### config.mk
export PLATFORM = sky130hd
export DESIGN_NAME = dpd_adapt_ctrl
export DESIGN_NICKNAME = d
export VERILOG_FILES = /design/src/rtl/dpd_adapt_ctrl.sv
export SDC_FILE = /design/constraint.sdc
export NUM_CORES = 1
export LEC_CHECK = 0
export ABC_AREA = 0
export BUFFER_PORTS_ARGS = -buffer_cell sky130_fd_sc_hd__buf_2
export CORE_MARGIN = 2
export CORE_UTILIZATION = 35
export CTS_CLUSTER_DIAMETER = 40
export DETAILED_ROUTE_END_ITERATION = 7
export GPL_ROUTABILITY_DRIVEN = 0
export GPL_TIMING_DRIVEN = 0
export SLEW_MARGIN = 20
export SYNTH_ARGS = -nofsm -noshare
export SYNTH_HDL_FRONTEND = slang
export SYNTH_SLANG_ARGS = --single-unit
### constraint.sdc
create_clock -name clk -period 3.2 [get_ports clk]
set_clock_uncertainty 0.2 [all_clocks]
set_input_delay 0.16 -clock clk [delete_from_list [all_inputs] [get_ports clk]]
set_output_delay 0.16 -clock clk [all_outputs]
set_load 0.02 [all_outputs]
### src/rtl/dpd_adapt_ctrl.sv
// rtl/dpd_adapt_ctrl.sv - dpd_adapt window sequencer with window-mean magnitude qualification
// Produces WAIT -> ADAPT window -> EVAL (-> GAP -> ADAPT ...) and scores each window's mean magnitude.
module dpd_adapt_ctrl #(
    parameter int WAIT_CYC = 1000,
    parameter int LEN_LOG2 = 10,
    parameter int PERIOD   = 0,
    parameter int MAG_TH   = 4096
) (
    input  logic        clk,
    input  logic        reset,
    input  logic        enable,
    input  logic        start,
    input  logic [19:0] magn,
    output logic        dpd_adapt,
    output logic        busy,
    output logic        done,
    output logic        valid,
    output logic [19:0] mag_avg,
    output logic [15:0] win_cnt
);

    localparam int WIN_LEN = 1 << LEN_LOG2;
    localparam int MAX_AB  = (WAIT_CYC > WIN_LEN) ? WAIT_CYC : WIN_LEN;
    localparam int CNT_MAX = (MAX_AB > PERIOD) ? MAX_AB : PERIOD;
    localparam int CNT_W   = $clog2(CNT_MAX + 1);
    localparam int ACC_W   = 20 + LEN_LOG2;

    // Down-counters are loaded with (length - 1) and the state exits when they reach zero.
    localparam logic [CNT_W-1:0] WAIT_LOAD  = CNT_W'((WAIT_CYC > 0) ? WAIT_CYC - 1 : 0);
    localparam logic [CNT_W-1:0] ADAPT_LOAD = CNT_W'(WIN_LEN - 1);
    localparam logic [CNT_W-1:0] GAP_LOAD   = CNT_W'((PERIOD > 1) ? PERIOD - 2 : 0);
    localparam logic [19:0]      MAG_TH_L   = 20'(MAG_TH);

    typedef enum logic [2:0] {
        S_IDLE,
        S_WAIT,
        S_ADAPT,
        S_EVAL,
        S_GAP
    } state_t;

    state_t             state;
    logic [CNT_W-1:0]   cnt;
    logic [ACC_W-1:0]   acc;
    logic               enable_d;
    logic               enable_rise;
    logic [19:0]        avg_now;

    assign enable_rise = enable & ~enable_d;
    assign avg_now     = acc[LEN_LOG2 +: 20];
    assign busy        = (state != S_IDLE);

    always_ff @(posedge clk) begin
        if (reset) begin
            state     <= S_IDLE;
            cnt       <= '0;
            acc       <= '0;
            enable_d  <= 1'b0;
            dpd_adapt <= 1'b0;
            done      <= 1'b0;
            valid     <= 1'b0;
            mag_avg   <= '0;
            win_cnt   <= '0;
        end else begin
            enable_d <= enable;
            done     <= 1'b0;
            // Dropping enable aborts any activity and outranks window completion.
            if ((state != S_IDLE) && !enable) begin
                state     <= S_IDLE;
                dpd_adapt <= 1'b0;
            end else begin
                case (state)
                    S_IDLE: begin
                        if (enable_rise) begin
                            if (WAIT_CYC == 0) begin
                                state     <= S_ADAPT;
                                cnt       <= ADAPT_LOAD;
                                acc       <= '0;
                                dpd_adapt <= 1'b1;
                            end else begin
                                state <= S_WAIT;
                                cnt   <= WAIT_LOAD;
                            end
                        end else if (start && enable) begin
                            state     <= S_ADAPT;
                            cnt       <= ADAPT_LOAD;
                            acc       <= '0;
                            dpd_adapt <= 1'b1;
                        end
                    end
                    S_WAIT: begin
                        if (cnt == '0) begin
                            state     <= S_ADAPT;
                            cnt       <= ADAPT_LOAD;
                            acc       <= '0;
                            dpd_adapt <= 1'b1;
                        end else begin
                            cnt <= cnt - 1'b1;
                        end
                    end
                    S_ADAPT: begin
                        acc <= acc + {{LEN_LOG2{1'b0}}, magn};
                        if (cnt == '0) begin
                            state     <= S_EVAL;
                            dpd_adapt <= 1'b0;
                        end else begin
                            cnt <= cnt - 1'b1;
                        end
                    end
                    S_EVAL: begin
                        mag_avg <= avg_now;
                        valid   <= (avg_now >= MAG_TH_L);
                        done    <= 1'b1;
                        if ((avg_now >= MAG_TH_L) && (win_cnt != 16'hFFFF)) begin
                            win_cnt <= win_cnt + 16'd1;
                        end
                        if (PERIOD == 0) begin
                            state <= S_IDLE;
                        end else if (PERIOD == 1) begin
                            state     <= S_ADAPT;
                            cnt       <= ADAPT_LOAD;
                            acc       <= '0;
                            dpd_adapt <= 1'b1;
                        end else begin
                            state <= S_GAP;
                            cnt   <= GAP_LOAD;
                        end
                    end
                    S_GAP: begin
                        if (cnt == '0) begin
                            state     <= S_ADAPT;
                            cnt       <= ADAPT_LOAD;
                            acc       <= '0;
                            dpd_adapt <= 1'b1;
                        end else begin
                            cnt <= cnt - 1'b1;
                        end
                    end
                    default: begin
                        state     <= S_IDLE;
                        dpd_adapt <= 1'b0;
                    end
                endcase
            end
        end
    end

endmodule
Word level (Yosys, flattened, before mapping)
Cells that the tools add are included.
{"block": "word_totals", "register_bits": 84, "elab_cells": 64}
{"block": "classes", "add_sub_neg": 3, "order_cmp": 1, "n_eq_ne": 11, "n_mux": 20, "bitwise_logic": 4, "reduce_logical": 16}
{"op": "2-to-1 mux 30 bit", "count": 3}
{"op": "case mux 30 bit (3 select lines)", "count": 1}
{"op": "2-to-1 mux 11 bit", "count": 4}
{"op": "case mux 11 bit (3 select lines)", "count": 1}
{"op": "adder 30 x 20 -> 30 bit", "count": 1}
{"op": "greater-or-equal comparator 20 x 13 -> 1 bit (second input constant)", "count": 1}
{"op": "adder 16 x 1 -> 16 bit (second input constant)", "count": 1}
{"op": "!= test 16 bit (second input constant)", "count": 1}
{"op": "2-to-1 mux 3 bit", "count": 4}
{"op": "zero test 11 bit", "count": 1}
{"op": "subtractor 11 x 1 -> 11 bit (second input constant)", "count": 1}
{"op": "AND reduction 5 bit", "count": 2}
{"op": "case mux 3 bit (3 select lines)", "count": 1}
{"op": "!= test 2 bit (second input constant)", "count": 4}
{"op": "equality test 3 x 2 -> 1 bit (second input constant)", "count": 2}
{"op": "AND reduction 3 bit", "count": 2}
{"op": "nonzero test 3 bit", "count": 2}
{"op": "2-to-1 mux 1 bit", "count": 5}
{"op": "case mux 1 bit (4 select lines)", "count": 1}
{"op": "AND reduction 4 bit", "count": 1}
{"op": "OR reduction 2 bit", "count": 2}
{"op": "equality test 3 x 1 -> 1 bit (second input constant)", "count": 1}
{"op": "equality test 3 bit (second input constant)", "count": 1}
{"op": "logical AND 1 bit", "count": 3}
{"op": "7 further kinds", "count": 9}

Logic depth before layout (Yosys ltp)
Gate-level depths: netlist of run 1.
{"block": "logic_depth", "ltp_word": 4, "depth_mapped": 11, "mapped_depth_nobuf": 10}

Worst setup path after synthesis of run 1
Ideal clock, no wire load.
{"block": "synth_timing", "path_type": "register to register", "startpoint": "register acc[16]", "endpoint": "register acc[29]", "t_arrival_ns": 2.447, "t_required_ns": 2.941, "slack_ns": 0.494, "path_stages_with_launch": 10, "synth_period_minus_slack_ns": 2.706, "path_cell_list": "dfxtp_1 > ha_1 > clkbuf_1 > nand2_1 > o21ai_0 > inv_1 > a211o_1 > a221o_1 > or4_1 > nand2_1"}
{"block": "synth_between", "elab_chain_cells": 2}
{"element": "start, declared", "line": "44", "rtl": "logic [ACC_W-1:0] acc;"}
{"element": "start signal, assigned", "line": "102", "rtl": "acc <= acc + {{LEN_LOG2{1'b0}}, magn};"}
{"element": "adder 30 x 20 -> 30 bit", "line": "102"}
{"element": "case mux 30 bit (3 select lines)", "line": "72", "rtl": "case (state)"}
No other way between the ends.
A chain may end at the register's enable or synchronous reset.

Worst setup path in the final report of run 1
{"block": "layout_timing", "startpoint": "register acc[4]", "endpoint": "register acc[23]"}
Same word-level chain as after synthesis.

==> metrics.txt, run 1 <==
status finished, final reports clean; Residual DRC 0; mux contribution to synthesized area 1.353%; Post-synth EDFFs 0; hold endpoint acc[0]; largest family of logic cells by synthesized area simple AND/OR/NAND/NOR gates; WP data arrival 3.04 ns; max frequency 331.7 MHz; async set or reset register ratio after synthesis 0%; Hold Crit Class in2reg; Worst setup EP type flop; Yosys top cell by area dfxtp_1; via count 4,392; cells on worst reg2reg path 8; ANT cells 0; FF-to-FF End acc[23]; setup ws final 0.1850 ns; r2r setup slk 0.18 ns; worst-case clock buffer depth 2; DP HPWL 9040 um; Die ar. 14,150 um2; core area 12,770 um2; Hold Path Origin magn[0]; post-synthesis register bit count 83; Layout Nets 708; top-area cell type share of the netlist area 35.93%; Max Slew Vio Count 0; antenna violations before repair 0; Reg clk slew, reported paths 0.07 ns; Crit Path Class reg2reg; largest net degree at the start of global routing 16; final setup vio count 0; Cells after Synth 582; ranking of synthesized cells by area dfxtp_1, a21oi_1, ha_1; Global Route met3 Usage 3.209%; Final TNS setup 0 ns; clock latency on the worst-skew pair 0.34 ns; CP max stage delay 0.81 ns; final hold violation count 0; met1 GRT Util 23.05%; Max VDD drop 0.2477 mV; Post-Synth Adder-Cell Area 7.738%; Warnings, synthesis 0; Power Density 571.2 nW/um2; Hold Path Depth 4; met2 Use GR 28.02%; Final period util 94.22%; Synth Area in XOR/XNOR 6.629%; worst relative slew slack 39.53%; MaxCap Viol Count 0; H-Tree Depth 3; top_reg_cell synth dfxtp_1; library cells used by synthesis 59; Critical-path top delay cell a221oi_1; critical path data required time 3.23 ns; Leak Pwr 2.254 nW; gr usage total 17.21%; syn_nets 634; PortBufs 63; Syn Std Cell Area 4624 um2; Post-CTS Setup Bufs 0; DRT Pass-1 Iters 5; Worst Max-Slew Pin Slew 0.9070 ns; share of cells above drive strength 1 13.62%; Area growth syn-to-layout 18.67%; Num Clock Sinks 83; cell-by-cell trace of the critical path ha_1 > a21o_1 > a31oi_1 > a21boi_1 > a221oi_1 > o41ai_2 > nand2_1 > mux2_1; CTS tree yes; simple-gate area share of the yosys netlist 22.51%; DIE HEIGHT 118.9 um; GR Overflow Total 0; Synth Area in Compound Gates 22.00%; num ports 64; die width 118.9 um; FF-to-FF Start acc[4]; detailed router's first-iteration violation count 226; Startpoint Class flop; vias per inst 5.273; RSZ-0062 raised after global routing no; Critical Path Fanout Max 5; vias in the first global route 4,165; root buf cell clkbuf_16; Initial Util 36.20%; Tmin final 3.015 ns; Post-Place Worst Slack -0.06449 ns; busiest layer in global routing met2; clock buffer count from CTS 9; syn avg cell area 7.946 um2; final antenna-violating net count 0; Avg WL per Cell 14.51 um; first-pass GRT wire length 19,930 um; Post-Route WL 12,090 um; # rows 41; register area share after synthesis 35.93%
## cell families (layout without fill, tap and decap cells)
| kind of cell | Yosys count | count (layout) |
|---|---|---|
| AO/OA/AOI/OAI | 162 | 162 |
| XOR/XNOR | 35 | 35 |
| adder cells (fa/ha/maj) | 28 | 28 |
| buffers and inverters | 46 | 125 |
| flip-flops | 83 | 83 |
| multiplexers | 6 | 6 |
| AND/OR/NAND/NOR | 222 | 222 |
## metal layers
metal,vias to the layer above,part of all wire (%)
li1,2208,-
met1,2097,49
met2,71,47
met3,16,3.2
met4,0,1.5
met5,-,0
## where the power goes
group | leakage (nW) | switching, W | internal (W)
logic | 1.44 | 0.000559 | 0.000315
clock network | 0.146 | 0.000452 | 0.000633
registers | 0.672 | 0.0000721 | 0.00110
total | 2.25 | 0.00108 | 0.00205
## how the worst max path moves through the flow
stage	endpoint	slack (ns)	startpoint
finish	acc[23]	0.18	acc[4]
global route	acc[23]	0.01	acc[4]
CTS	win_cnt[13]	0.07	state[1]
detailed placement	win_cnt[13]	-0.06	state[1]
global placement	win_cnt[9]	0.05	state[1]
floorplan	acc[29]	0.49	acc[16]
## flip-flops by register name, summed over array words and instances, names as in the netlist
signal / cells
state: 2
done: 1
valid: 1
cnt: 11
dpd_adapt: 1
acc: 30
enable_d: 1
win_cnt: 16
mag_avg: 20
## metrics by stage
stage                     hold slack (ns)  cell area (um2)  util, %  cells  power [W]
after detailed placement           0.2479             5155    40.36    817   0.002058
final                             0.06426             5488    42.96    833   0.003135
after global placement             0.2426             5155    40.36    817   0.002032
after floorplan                   0.08818             4624        -    582   0.001834
after CTS                         0.05694             5479    42.89    834   0.003154
after global routing               0.1078             5488    42.96    833   0.003324
## placed cells by master, fill, tap and decap left out, types with 4 or more instances in the layout
cell type	count
ha_1	27
a31oi_1	4
nor3_1	8
nand3_1	19
xnor2_1	20
clkbuf_1	22
a21o_1	10
clkbuf_16	9
and2_1	4
dfxtp_1	83
nor4_1	5
or3_1	4
nor2_1	53
o21a_1	5
mux2i_1	4
a21oi_1	68
and3_1	10
a22oi_1	6
or4_1	4
nor2b_1	6
inv_1	20
xor2_1	15
buf_2	64
o211ai_1	5
o21ai_0	15
nand4_1	9
o21ai_1	10
nand2_1	86
a22o_1	9
## layout make-up
cell class              count  area [um2]
multi-input cells         453        2800
fillers                  1285        7286
flip-flops and latches     83        1662
well taps                 172       215.2
inverters                  20       75.07
clock buffers              10       239.0
clock inverters             6       71.32
plain buffers              25       100.1
repair buffers             64       325.3
## cells in the mapped netlist, drive strengths merged (5+ instances only)
cell type / count
xor2: 15
and3: 10
nand2: 86
o21a: 5
nor3: 8
a21o: 10
a22o: 9
dfxtp: 83
a22oi: 6
inv: 20
clkbuf: 24
xnor2: 20
ha: 27
nor2b: 6
o211ai: 5
nor4: 5
a21oi: 69
nor2: 53
o21ai: 25
or4: 5
nand3: 20
nand4: 9
## worst max-delay path: cells and delay by family, from the launching register on
family,cells,cell delay [ns]
AO/OA/AOI/OAI,5,1.61
adder cells (fa/ha/maj),1,0.35
flip-flops,1,0.32
multiplexers,1,0.32
AND/OR/NAND/NOR,1,0.12
## what timing repair did
| action | in CTS | in global routing |
|---|---|---|
| hold buffers | 1 | 0 |
| gates resized for setup | 1 | 5 |
| setup endpoints to repair | 6 | 10 |
| endpoints found under the hold margin | 2 | 0 |
| cloned | 0 | 0 |
No activity file was read; power rests on OpenSTA's default activity.
==> inputs of run 2 (changes only) <==
Settings changed: CELL_PAD_IN_SITES_DETAIL_PLACEMENT set to 0, CELL_PAD_IN_SITES_GLOBAL_PLACEMENT set to 2, CORE_MARGIN 2 to not set, CORE_UTILIZATION 35 to 34, PLACE_DENSITY_LB_ADDON set to 0.1.
Clock period 3.2 ns to 3.1 ns, I/O delays scaled along.
==> metrics.txt, run 2 (synthesis results as in run 1) <==
Largest register FFs 30; Final Non-Filler Cells 835; Reg clk slew, reported paths 0.07 ns; largest net degree at the start of global routing 16; gr usage total 19.47%; ANT cells 0; M1 WL 6699 um; RSZ-0062 raised after global routing no; vias per inst 5.138; commonest non-fill, non-tap cell in the layout nand2_1; core area 13,240 um2; clock buffer count from CTS 9; final antenna-violating net count 0; Max VDD drop 0.2598 mV; combinational fraction of design power 28.2%; Crit Path Class reg2reg; Initial Util 34.92%; Power Density 593.4 nW/um2; Num Clock Sinks 83; Die ar. 14,070 um2; Critical Path Fanout Max 7; share of cells above drive strength 1 13.96%; CP max stage delay 0.49 ns; MaxCap Viol Count 0; most frequent cells in the layout nand2_1, dfxtp_1, a21oi_1; Largest Register acc; Layout Nets 706; num ports 64; Worst path top cell family by delay compound AO/OA/AOI/OAI gates; Tmin final 2.931 ns; Startpoint Class flop; # rows 42; H-Tree Depth 3; Leak Pwr 2.288 nW; Final period util 94.56%; Max Slew Vio Count 0; Hold Crit Class in2reg; Critical-path top delay cell or4_1; Sw Ratio 35.55%; Area growth syn-to-layout 18.78%; vias in the first global route 4,196; Worst setup EP type flop; final setup vio count 0; status finished, final reports clean; final hold violation count 0; worst relative slew slack 45.31%; Hold Slack 0.03594 ns; Placed Cells 821; antenna violations before repair 0; Post-Route WL 12,960 um; clock share of power 34.6%; die width 118.6 um; biggest regs acc x30, mag_avg x20, win_cnt x16; Sw Pwr 0.001159 W; DP Area 5160 um2; CTS tree yes; Post-CTS Setup Bufs 0; Pint 0.002100 W; max frequency 341.1 MHz; clock latency on the worst-skew pair 0.35 ns; detailed router's first-iteration violation count 250; root buf cell clkbuf_16; Residual DRC 0; Flop pwr share 37.2%; Top Metal Used met4; worst-case clock buffer depth 2; Met3 Routed Length 426 um; DP HPWL 9761 um; fin area 5493 um2; DRT Pass-1 Iters 4; WP data arrival 3.02 ns; DIE HEIGHT 118.6 um; GR Overflow Total 0; via count 4,290; cell-by-cell trace of the critical path ha_1 > clkbuf_1 > nand2_1 > o21ai_1 > inv_1 > a211o_1 > a221o_1 > or4_1 > nand2_1; metal2 WL 5643 um; Worst Max-Slew Pin Slew 0.8129 ns; buffer and inverter count on the worst path 2; critical path data required time 3.19 ns; first-pass GRT wire length 21,580 um; Avg WL per Cell 15.52 um; most used cell, CP nand2_1; PortBufs 63
-- run 2: power by group through the flow --
stage               Combinational, W  Sequential [W]  Clock, W
global route                 0.00104         0.00123   0.00120
CTS                         0.000914         0.00121   0.00116
floorplan                   0.000671         0.00122         0
finish                      0.000918         0.00121   0.00113
global placement            0.000902         0.00123         0
detailed placement          0.000907         0.00124         0
-- run 2: layout make-up --
class | count | area, um2
Clock inverter | 6 | 72.57
Timing Repair Buffer | 64 | 325.3
Sequential cell | 83 | 1662
Tap cell | 176 | 220.2
Inverter | 20 | 75.07
Multi-Input combinational cell | 453 | 2816
Clock buffer | 10 | 229.0
Fill cell | 1442 | 7750
Buffer | 23 | 92.59
-- run 2: metrics by stage --
stage	TNS [ns]	worst slack [ns]	utilization [%]	power [W]
after floorplan	0	0.3935	-	0.001893
after global placement	-0.6187	-0.1137	38.96	0.002136
after detailed placement	-0.6863	-0.1247	38.96	0.002145
after CTS	0	0.003468	41.35	0.003283
after global routing	0	0.02621	41.48	0.003460
final	0	0.1686	41.48	0.003259
-- run 2: timing repair --
action                                  4_1_cts  5_1_grt
hold endpoints to repair                      2        0
hold buffers                                  1        0
endpoints found under the setup margin        7       21
gates resized for setup                       1        8
-- run 2: worst reg2reg max path, cell delays in order, from the launching register on --
cell,delay [ns]
dfxtp_1,0.33
ha_1,0.27
clkbuf_1,0.27
nand2_1,0.15
o21ai_1,0.30
inv_1,0.10
a211o_1,0.26
a221o_1,0.44
or4_1,0.49
nand2_1,0.07
-- run 2: routing by layer --
layer | vias to the layer above | GRT usage [%]
met1 | 2000 | 27.28
li1 | 2215 | -
met2 | 61 | 30.23
met4 | 0 | 6.725
met3 | 14 | 2.944
met5 | - | 0
-- run 2: worst paths after layout --
kind                 from      end  slack, ns  cells after the start
setup / recovery  acc[16]  acc[29]       0.17                      9
hold / removal    magn[0]   acc[0]       0.04                      4
setup reg to reg  acc[16]  acc[29]       0.17                      9
hold reg to reg    acc[9]   acc[9]       0.26                      2
==> inputs of run 3 (changes only) <==
Settings changed: ABC_AREA 0 to not set, PLACE_DENSITY_LB_ADDON 0.1 to 0.12.
==> metrics.txt, run 3 (synthesis results as in run 1) <==
Global Route met3 Usage 3.041%; Startpoint Class flop; final antenna-violating net count 0; met1 GRT Util 26.80%; # fillers 1,427; Initial Util 34.92%; Leak Pwr 2.264 nW; final hold violation count 0; detailed router's first-iteration violation count 253; Reg clk slew, reported paths 0.06 ns; vias in the first global route 4,241; Largest Register acc; Tmin final 2.905 ns; num ports 64; Hold Path Origin magn[0]; Crit Path Class reg2reg; busiest layer in global routing met2; critical path data required time 3.18 ns; Hold Path Depth 4; Layout Nets 705; RSZ-0062 raised after global routing no; CP startpoint acc[12]; Hold Crit Class in2reg; H-Tree Depth 3; clock buffer count from CTS 9; Power Density 576.4 nW/um2; setup ws final 0.1951 ns; DRT Pass-1 Iters 5; Final period util 93.71%; Post-Route WL 13,000 um; Num Clock Sinks 83; antenna violations before repair 0; status finished, final reports clean; MaxCap Viol Count 0; Post-Place Worst Slack -0.1321 ns; root buf cell clkbuf_16; # rows 42; FF-to-FF Start acc[12]; Avg WL per Cell 15.61 um; PortBufs 63; total power 0.003151 W; DIE HEIGHT 118.6 um; Worst Max-Slew Pin Slew 0.7888 ns; gr usage total 19.49%; Die ar. 14,070 um2; CTS tree yes; Max VDD drop 0.2725 mV; Worst setup EP type flop; core area 13,240 um2; worst-case clock buffer depth 2; biggest regs acc x30, mag_avg x20, win_cnt x16; r2r setup slk 0.20 ns; commonest non-fill, non-tap cell in the layout nand2_1; via count 4,318; WP data arrival 2.98 ns; largest net degree at the start of global routing 15; clock latency on the worst-skew pair 0.34 ns; Residual DRC 0; max frequency 344.2 MHz; Post-CTS Setup Bufs 0; ANT cells 0; first-pass GRT wire length 21,620 um; DP HPWL 9714 um; Largest register FFs 30; cells on worst reg2reg path 8; worst relative slew slack 46.93%; share of cells above drive strength 1 14.00%; most frequent cells in the layout nand2_1, dfxtp_1, a21oi_1; die width 118.6 um; Max Slew Vio Count 0; Area growth syn-to-layout 18.21%; final setup vio count 0; vias per inst 5.184; met2 Use GR 31.07%; GR Overflow Total 0; Critical Path Fanout Max 10
==> run 3: changes by cell type in the layout (fill, tap and decap cells not counted), sizes merged <==
cell / delta
bufinv: -1
clkbuf: -1
clkinvlp: +3
inv: -3
==> run 3: timing repair <==
action / CTS / global route
setup endpoints to repair: 7 / 21
hold buffers: 1 / 0
endpoints found under the hold margin: 2 / 0
gates resized for setup: 1 / 8
==> run 3: area by class of cell <==
| cell class | instances | area [um2] | area share, % |
|---|---|---|---|
| buffer | 22 | 88.84 | 1.625 |
| clock buffer | 10 | 239.0 | 4.372 |
| clock inverter | 5 | 40.04 | 0.7324 |
| inverter | 20 | 75.07 | 1.373 |
| multi-input combinational | 453 | 2816 | 51.52 |
| sequential | 83 | 1662 | 30.40 |
| tap | 176 | 220.2 | 4.028 |
| timing repair buffer | 64 | 325.3 | 5.951 |
==> run 3: worst paths after layout <==
path                                    end
worst max register to register      acc[29]
worst min-delay path                 acc[0]
worst min register to register  mag_avg[18]
worst max-delay path                acc[29]
==> run 3: report_power, final <==
group / switching [W] / internal, W / leakage, nW / total (W)
Sequential: 0.0000728 / 0.00114 / 0.672 / 0.00121
Combinational: 0.000588 / 0.000325 / 1.47 / 0.000913
Clock: 0.000463 / 0.000563 / 0.127 / 0.00103
==> run 3: through the flow <==
stage | cell area (um2) | TNS (ns) | hold WS [ns] | utilization (%) | std cells
CTS | 5453 | 0 | 0.03881 | 41.18 | 837
floorplan | 4624 | 0 | 0.08318 | - | 582
global placement | 5160 | -0.6112 | 0.2425 | 38.96 | 821
detailed placement | 5160 | -0.7111 | 0.2479 | 38.96 | 821
finish | 5466 | 0 | 0.05740 | 41.28 | 833
global route | 5466 | 0 | 0.05776 | 41.28 | 833
==> run 3: worst max-delay path, cell delays in order (launching register included) <==
cell and delay (ns):
dfxtp_1 0.33, ha_1 0.44, a21oi_1 0.19, o21ai_1 0.22, o21ai_0 0.15, a211o_1 0.30, a221o_1 0.43, or4_1 0.50
nand2_1 0.07
==> run 3: metal layers <==
metal	wire length (um)	vias to the layer above
met1	6710	2003
met3	473	14
met2	5649	85
met5	0	-
li1	-	2216
met4	170	0
